**config.mk**
```make
export PLATFORM = sky130hd
export DESIGN_NAME = alu_share_arbiter_flat
export DESIGN_NICKNAME = d
export VERILOG_FILES = /design/src/rtl/alu_share_arbiter_if.sv /design/src/rtl/alu_share_arbiter.sv /design/src/flat_wrapper.sv
export SDC_FILE = /design/constraint.sdc
export NUM_CORES = 1
export LEC_CHECK = 0
export ABC_AREA = 0
export CAP_MARGIN = 15
export CORE_ASPECT_RATIO = 1.4
export CORE_MARGIN = 10
export CORE_UTILIZATION = 51
export DETAILED_ROUTE_END_ITERATION = 6
export DONT_BUFFER_PORTS = 1
export GPL_TIMING_DRIVEN = 1
export PLACE_DENSITY = 0.62
export REMOVE_ABC_BUFFERS = 1
export SYNTH_ARGS = -nofsm -noshare
export SYNTH_HDL_FRONTEND = slang
export SYNTH_SLANG_ARGS = --single-unit
```
**constraint.sdc**
```tcl
create_clock -name clk -period 6.5 [get_ports clk]
set_clock_uncertainty 0.05 [all_clocks]
set_input_delay 0.975 -clock clk [delete_from_list [all_inputs] [get_ports clk]]
set_output_delay 0.975 -clock clk [all_outputs]
set_load 0.005 [all_outputs]
```
**src/rtl/alu_share_arbiter_if.sv**
```systemverilog
// alu_share_arbiter_if: requester, response and ALU-side signals of the ALU share arbiter; slave = arbiter, master = requesters/ALU
interface alu_share_arbiter_if #(parameter int W = 32, parameter int SEL_W = 3);
  logic             req0_valid, req0_ready, req1_valid, req1_ready;
  logic [W-1:0]     req0_op1, req0_op2, req1_op1, req1_op2;
  logic [SEL_W-1:0] req0_sel, req1_sel;
  logic             rsp0_valid, rsp0_ready, rsp0_zero, rsp0_err;
  logic             rsp1_valid, rsp1_ready, rsp1_zero, rsp1_err;
  logic [W-1:0]     rsp0_result, rsp1_result;
  logic [W-1:0]     alu_op1, alu_op2, alu_result;
  logic [SEL_W-1:0] alu_sel;
  logic             alu_zero, busy;
  modport slave (
    input  req0_valid, req0_op1, req0_op2, req0_sel, req1_valid, req1_op1, req1_op2, req1_sel,
           rsp0_ready, rsp1_ready, alu_result, alu_zero,
    output req0_ready, req1_ready, rsp0_valid, rsp0_result, rsp0_zero, rsp0_err,
           rsp1_valid, rsp1_result, rsp1_zero, rsp1_err, alu_op1, alu_op2, alu_sel, busy
  );
  modport master (
    output req0_valid, req0_op1, req0_op2, req0_sel, req1_valid, req1_op1, req1_op2, req1_sel,
           rsp0_ready, rsp1_ready, alu_result, alu_zero,
    input  req0_ready, req1_ready, rsp0_valid, rsp0_result, rsp0_zero, rsp0_err,
           rsp1_valid, rsp1_result, rsp1_zero, rsp1_err, alu_op1, alu_op2, alu_sel, busy
  );
endinterface

```
**src/rtl/alu_share_arbiter.sv**
```systemverilog
// alu_share_arbiter: shares one combinational ALU between two requesters (IDLE->EXEC->RESP), ports clk, rst (async high), bus (alu_share_arbiter_if.slave); ALU_ARB_FIXED_PRIO_EN selects fixed req0 priority instead of round robin
module alu_share_arbiter #(
  parameter int W = 32,
  parameter int SEL_W = 3
) (
  input logic clk,
  input logic rst,
  alu_share_arbiter_if.slave bus
);
  typedef enum logic [1:0] {IDLE, EXEC, RESP} state_t;
  state_t state, state_n;
  logic [W-1:0] op1_q, op2_q, res0_q, res1_q;
  logic [SEL_W-1:0] sel_q, sel_in;
  logic id_q, err_q, z0_q, z1_q, e0_q, e1_q, g1, acc, bad, done;
`ifdef ALU_ARB_FIXED_PRIO_EN
  assign g1 = bus.req1_valid & ~bus.req0_valid;
`else
  logic last_q;
  assign g1 = bus.req1_valid & (~bus.req0_valid | ~last_q);
`endif
  assign bus.req0_ready = (state == IDLE) & bus.req0_valid & ~g1;
  assign bus.req1_ready = (state == IDLE) & g1;
  assign acc = bus.req0_ready | bus.req1_ready;
  assign sel_in = g1 ? bus.req1_sel : bus.req0_sel;
  assign bad = (sel_in == SEL_W'(0)) | (sel_in == SEL_W'(5));
  assign bus.rsp0_valid = (state == RESP) & ~id_q;
  assign bus.rsp1_valid = (state == RESP) & id_q;
  assign done = (bus.rsp0_valid & bus.rsp0_ready) | (bus.rsp1_valid & bus.rsp1_ready);
  assign bus.rsp0_result = res0_q;
  assign bus.rsp0_zero = z0_q;
  assign bus.rsp0_err = e0_q;
  assign bus.rsp1_result = res1_q;
  assign bus.rsp1_zero = z1_q;
  assign bus.rsp1_err = e1_q;
  assign bus.alu_op1 = op1_q;
  assign bus.alu_op2 = op2_q;
  assign bus.alu_sel = sel_q;
  assign bus.busy = state != IDLE;
  always_comb begin
    state_n = state;
    state_n = state == IDLE ? (acc ? EXEC : IDLE) : state == EXEC ? RESP : (done ? IDLE : RESP);
  end
  always_ff @(posedge clk or posedge rst) begin
    if (rst) begin
      state <= IDLE;
      op1_q <= '0;
      op2_q <= '0;
      sel_q <= '1;
      id_q <= 1'b0;
      err_q <= 1'b0;
      res0_q <= '0;
      res1_q <= '0;
      z0_q <= 1'b0;
      z1_q <= 1'b0;
      e0_q <= 1'b0;
      e1_q <= 1'b0;
`ifndef ALU_ARB_FIXED_PRIO_EN
      last_q <= 1'b1;
`endif
    end else begin
      state <= state_n;
      if (acc) begin
        op1_q <= g1 ? bus.req1_op1 : bus.req0_op1;
        op2_q <= g1 ? bus.req1_op2 : bus.req0_op2;
        sel_q <= bad ? '1 : sel_in;
        err_q <= bad;
        id_q <= g1;
`ifndef ALU_ARB_FIXED_PRIO_EN
        last_q <= g1;
`endif
      end
      if (state == EXEC && id_q) begin
        res1_q <= bus.alu_result;
        z1_q <= bus.alu_zero;
        e1_q <= err_q;
      end
      if (state == EXEC && !id_q) begin
        res0_q <= bus.alu_result;
        z0_q <= bus.alu_zero;
        e0_q <= err_q;
      end
    end
  end
endmodule
```
**src/flat_wrapper.sv**
```systemverilog
// flat-port wrapper written by rule: the top's interface ports become plain ports
module alu_share_arbiter_flat 
#(
  parameter int W = 32,
  parameter int SEL_W = 3
)
  (clk, rst, bus_req0_valid, bus_req0_op1, bus_req0_op2, bus_req0_sel, bus_req1_valid, bus_req1_op1, bus_req1_op2, bus_req1_sel, bus_rsp0_ready, bus_rsp1_ready, bus_alu_result, bus_alu_zero, bus_req0_ready, bus_req1_ready, bus_rsp0_valid, bus_rsp0_result, bus_rsp0_zero, bus_rsp0_err, bus_rsp1_valid, bus_rsp1_result, bus_rsp1_zero, bus_rsp1_err, bus_alu_op1, bus_alu_op2, bus_alu_sel, bus_busy);
  alu_share_arbiter_if #(.W(W), .SEL_W(SEL_W)) bus_i ();
  input logic clk;
  input logic rst;
  input wire logic [$bits(bus_i.req0_valid)-1:0] bus_req0_valid;
  input wire logic [$bits(bus_i.req0_op1)-1:0] bus_req0_op1;
  input wire logic [$bits(bus_i.req0_op2)-1:0] bus_req0_op2;
  input wire logic [$bits(bus_i.req0_sel)-1:0] bus_req0_sel;
  input wire logic [$bits(bus_i.req1_valid)-1:0] bus_req1_valid;
  input wire logic [$bits(bus_i.req1_op1)-1:0] bus_req1_op1;
  input wire logic [$bits(bus_i.req1_op2)-1:0] bus_req1_op2;
  input wire logic [$bits(bus_i.req1_sel)-1:0] bus_req1_sel;
  input wire logic [$bits(bus_i.rsp0_ready)-1:0] bus_rsp0_ready;
  input wire logic [$bits(bus_i.rsp1_ready)-1:0] bus_rsp1_ready;
  input wire logic [$bits(bus_i.alu_result)-1:0] bus_alu_result;
  input wire logic [$bits(bus_i.alu_zero)-1:0] bus_alu_zero;
  output wire logic [$bits(bus_i.req0_ready)-1:0] bus_req0_ready;
  output wire logic [$bits(bus_i.req1_ready)-1:0] bus_req1_ready;
  output wire logic [$bits(bus_i.rsp0_valid)-1:0] bus_rsp0_valid;
  output wire logic [$bits(bus_i.rsp0_result)-1:0] bus_rsp0_result;
  output wire logic [$bits(bus_i.rsp0_zero)-1:0] bus_rsp0_zero;
  output wire logic [$bits(bus_i.rsp0_err)-1:0] bus_rsp0_err;
  output wire logic [$bits(bus_i.rsp1_valid)-1:0] bus_rsp1_valid;
  output wire logic [$bits(bus_i.rsp1_result)-1:0] bus_rsp1_result;
  output wire logic [$bits(bus_i.rsp1_zero)-1:0] bus_rsp1_zero;
  output wire logic [$bits(bus_i.rsp1_err)-1:0] bus_rsp1_err;
  output wire logic [$bits(bus_i.alu_op1)-1:0] bus_alu_op1;
  output wire logic [$bits(bus_i.alu_op2)-1:0] bus_alu_op2;
  output wire logic [$bits(bus_i.alu_sel)-1:0] bus_alu_sel;
  output wire logic [$bits(bus_i.busy)-1:0] bus_busy;
  assign bus_i.req0_valid = bus_req0_valid;
  assign bus_i.req0_op1 = bus_req0_op1;
  assign bus_i.req0_op2 = bus_req0_op2;
  assign bus_i.req0_sel = bus_req0_sel;
  assign bus_i.req1_valid = bus_req1_valid;
  assign bus_i.req1_op1 = bus_req1_op1;
  assign bus_i.req1_op2 = bus_req1_op2;
  assign bus_i.req1_sel = bus_req1_sel;
  assign bus_i.rsp0_ready = bus_rsp0_ready;
  assign bus_i.rsp1_ready = bus_rsp1_ready;
  assign bus_i.alu_result = bus_alu_result;
  assign bus_i.alu_zero = bus_alu_zero;
  assign bus_req0_ready = bus_i.req0_ready;
  assign bus_req1_ready = bus_i.req1_ready;
  assign bus_rsp0_valid = bus_i.rsp0_valid;
  assign bus_rsp0_result = bus_i.rsp0_result;
  assign bus_rsp0_zero = bus_i.rsp0_zero;
  assign bus_rsp0_err = bus_i.rsp0_err;
  assign bus_rsp1_valid = bus_i.rsp1_valid;
  assign bus_rsp1_result = bus_i.rsp1_result;
  assign bus_rsp1_zero = bus_i.rsp1_zero;
  assign bus_rsp1_err = bus_i.rsp1_err;
  assign bus_alu_op1 = bus_i.alu_op1;
  assign bus_alu_op2 = bus_i.alu_op2;
  assign bus_alu_sel = bus_i.alu_sel;
  assign bus_busy = bus_i.busy;
  alu_share_arbiter #(.W(W), .SEL_W(SEL_W)) u_core (.clk(clk), .rst(rst), .bus(bus_i));
endmodule
```
==> run summary <==
Outcome -> finished, final reports clean
Worst Path Required -> 5.47 ns
RSZ-0062 raised after global routing -> no
First-pass DRT Iterations -> 4
Worst Setup End Kind -> output pin
Final period util -> 0.386
Adder-Cell Fraction of Synth Area -> 0
Vias per inst -> 5.92
Post-place setup slack -> 3.61 ns
Top Metal Used -> met4
Vias in the first global route -> 3,734
Routed vias -> 3,335
Share of cells above drive strength 1 -> 0.566
YS warnings -> 0
TritonCTS Buffers -> 17
DR WL/cell -> 28.7 um
Critical path's slowest cell -> a21boi_4
Worst Setup SP -> bus_req1_valid
Synth cell types -> 37
FF+latch count, synth -> 140
Initial Utilization -> 0.523
Family with the most delay on the worst path -> compound AO/OA/AOI/OAI gates
Initial DRC Count -> 136
Post_cts resized -> 0
Pwr/cell area -> 537 nW/um^2
Fin crit period -> 2.51 ns
Max-cap violations -> 0
DRT Wirelength -> 16,200 um
Synth Area in Simple Gates -> 0.0215
GPL Wtd Cong -> 0.779
Grt ovf -> 0
Crit-path cells -> a21boi_4 > and2_1
Crit path largest cell delay -> 0.27 ns
Met1 Routed Length -> 5000 um
Commonest cells post-synth -> 174 x mux2_2, 136 x dfrtp_1, 14 x buf_2
Htree depth -> 4
Pin count of the biggest net entering global routing -> 84
Setup violators final -> 0
First-pass GRT wire length -> 23,500 um
Setup TNS -> 0 ns
Max-slew headroom -> 0.315
Number of top-level pins -> 313
Die footprint -> 17,100 sq um
Port Buf Inserts -> 0
Most common cell in the netlist -> mux2_2
Max-slew violations -> 0
LEAKAGE -> 2.90 nW
Die width -> 113 um
CP max FO -> 8
Reg2reg start -> u_core.state[0]$_DFF_PP0_
Initial antenna violation count -> 5
Synth area leaders -> dfrtp_1 55%, mux2_2 32%, mux2_4 2.9%
Gr usage total -> 0.181
Cell accounting for the most synthesized area -> dfrtp_1
Register-to-register setup slack -> 4.22 ns
TritonCTS clock tree -> yes
Core ar. -> 11,900 sq um
Synthesized instance count -> 400
Cell area after synthesis -> 6220 sq um
Post-synth EDFFs -> 0
Critical path class -> in -> out
Synth Flop Type -> dfrtp_1
Multiplexer share of the synthesized area -> 0.366
CTS clk-pin slew, worst paths -> 0.06 ns
Row cnt -> 47
Post-Layout Cell Count -> 563
Longest Clk Path Bufs -> 2
Nets -> 572
Area growth, synth to finish -> 11.1%
Compound-Gate Fraction of Synth Area -> 0.0175
Worst-Margin Slew -> 1.03 ns
Wire length on met3 -> 2500 um
Hold Fails Final Rpt -> 0
Placed cell count -> 527
Fin worst setup slack -> 3.99 ns
DRC Markers -> 0
Hold_buf cts -> 0
Clock Tree Root -> clkbuf_16
CP Buf/Inv Count -> 0
Asr flop ratio synth -> 1.00
Synth Area in XOR/XNOR -> 0.00282
Depth of the most critical reg-to-reg path -> 5
WP data arrival -> 1.48 ns
Worst hold path class -> in -> async
Main combinational cell family by area after synthesis -> multiplexers
Fmax achieved -> 399 MHz
Worst Setup Start Kind -> input pin
Routed wl met2 -> 8460 um
Sink Count -> 140
Post-CTS Repair Setup Buffers -> 0
Clk Latency, worst-skew pair -> 0.40 ns
Die Y-Extent -> 151 um
Reg-to-reg endpoint -> u_core.bus.alu_op1[12]$_DFFE_PP0P_
Seq/Total Area, Yosys -> 0.564
Hpwl dp -> 12,400 um
Post-synth top area share -> 0.547
Syn_area_per_cell -> 15.5 sq um
Max IR drop VDD -> 0.302 mV
ANT nets after route -> 0
-- routing by layer --
| layer | global-route usage | vias to the layer above |
|---|---|---|
| met5 | 0 | - |
| met4 | 0.0795 | 0 |
| met3 | 0.126 | 14 |
| met2 | 0.305 | 199 |
| met1 | 0.163 | 1680 |
| li1 | - | 1442 |
-- cell families (layout without fill, tap and decap cells) --
family / Yosys count / count (layout)
other: 0 / 4
xor gates and xnor gates: 2 / 2
muxes: 198 / 198
and+or+nand+nor: 19 / 19
AOI/OAI and AO/OA: 13 / 13
DFF: 140 / 140
buffers and inverters: 28 / 40
-- report_power, final --
| part | internal (mW) | switching, mW |
|---|---|---|
| Combinational | 0.584 | 0.346 |
| Clock | 0.614 | 0.386 |
| Sequential | 1.34 | 0.440 |
| Total | 2.53 | 1.17 |
-- worst max path at each step --
| stage | endpoint | slack (ns) | cells past startpoint |
|---|---|---|---|
| global route | bus_req1_ready | 3.95 | 2 |
| global placement | u_core.bus.alu_op1[1]$_DFFE_PP0P_ | 3.67 | 4 |
| detailed placement | u_core.bus.alu_op2[7]$_DFFE_PP0P_ | 3.61 | 4 |
| CTS | bus_req1_ready | 3.97 | 2 |
| floorplan | u_core.bus.alu_op1[0]$_DFFE_PP0P_ | 1.73 | 1 |
| finish | bus_req1_ready | 3.99 | 2 |
-- per-stage QoR --
stage                     power [mW]  area [sq um]  utilization  hold WS, ns
after floorplan                 2.42          6060            -        0.425
after global placement          2.73          6280        0.529        0.453
after detailed placement        2.76          6280        0.529        0.458
after CTS                       3.78          6900        0.581        0.431
after global routing            3.93          6910        0.581        0.454
final                           3.71          6910        0.581        0.419
-- sequential cells by signal, indices dropped and copies added, names as in the netlist, 2 cells and up --
register	cells
u_core.bus.alu_sel	3
u_core.bus.alu_op2	32
u_core.bus.alu_op1	32
u_core.state	2
u_core.bus.rsp1_result	32
u_core.bus.rsp0_result	32
-- cell usage in the layout, fill, tap and decap left out, drive strengths merged, types with 2 or more instances in the layout --
cell,Yosys,final
nor3,2,2
nor2,4,4
inv,4,10
diode,0,4
clkbuf,1,18
mux2,197,197
clkinv,0,4
bufinv,0,3
a21o,2,2
dfstp,4,4
buf,23,4
nand3,3,3
xor2,2,2
nand2,2,2
o21bai,2,2
nor3b,2,2
dfrtp,136,136
-- layout make-up --
type,instances,area (sq um)
clock inverter,14,184
timing repair buffer,4,30.0
fill,941,4970
tap,147,184
clock buffer,18,429
multi-input combinational,232,2540
sequential,140,3510
inverter,4,20.0
antenna,4,10.0
Power figures use the tool's default switching activity.
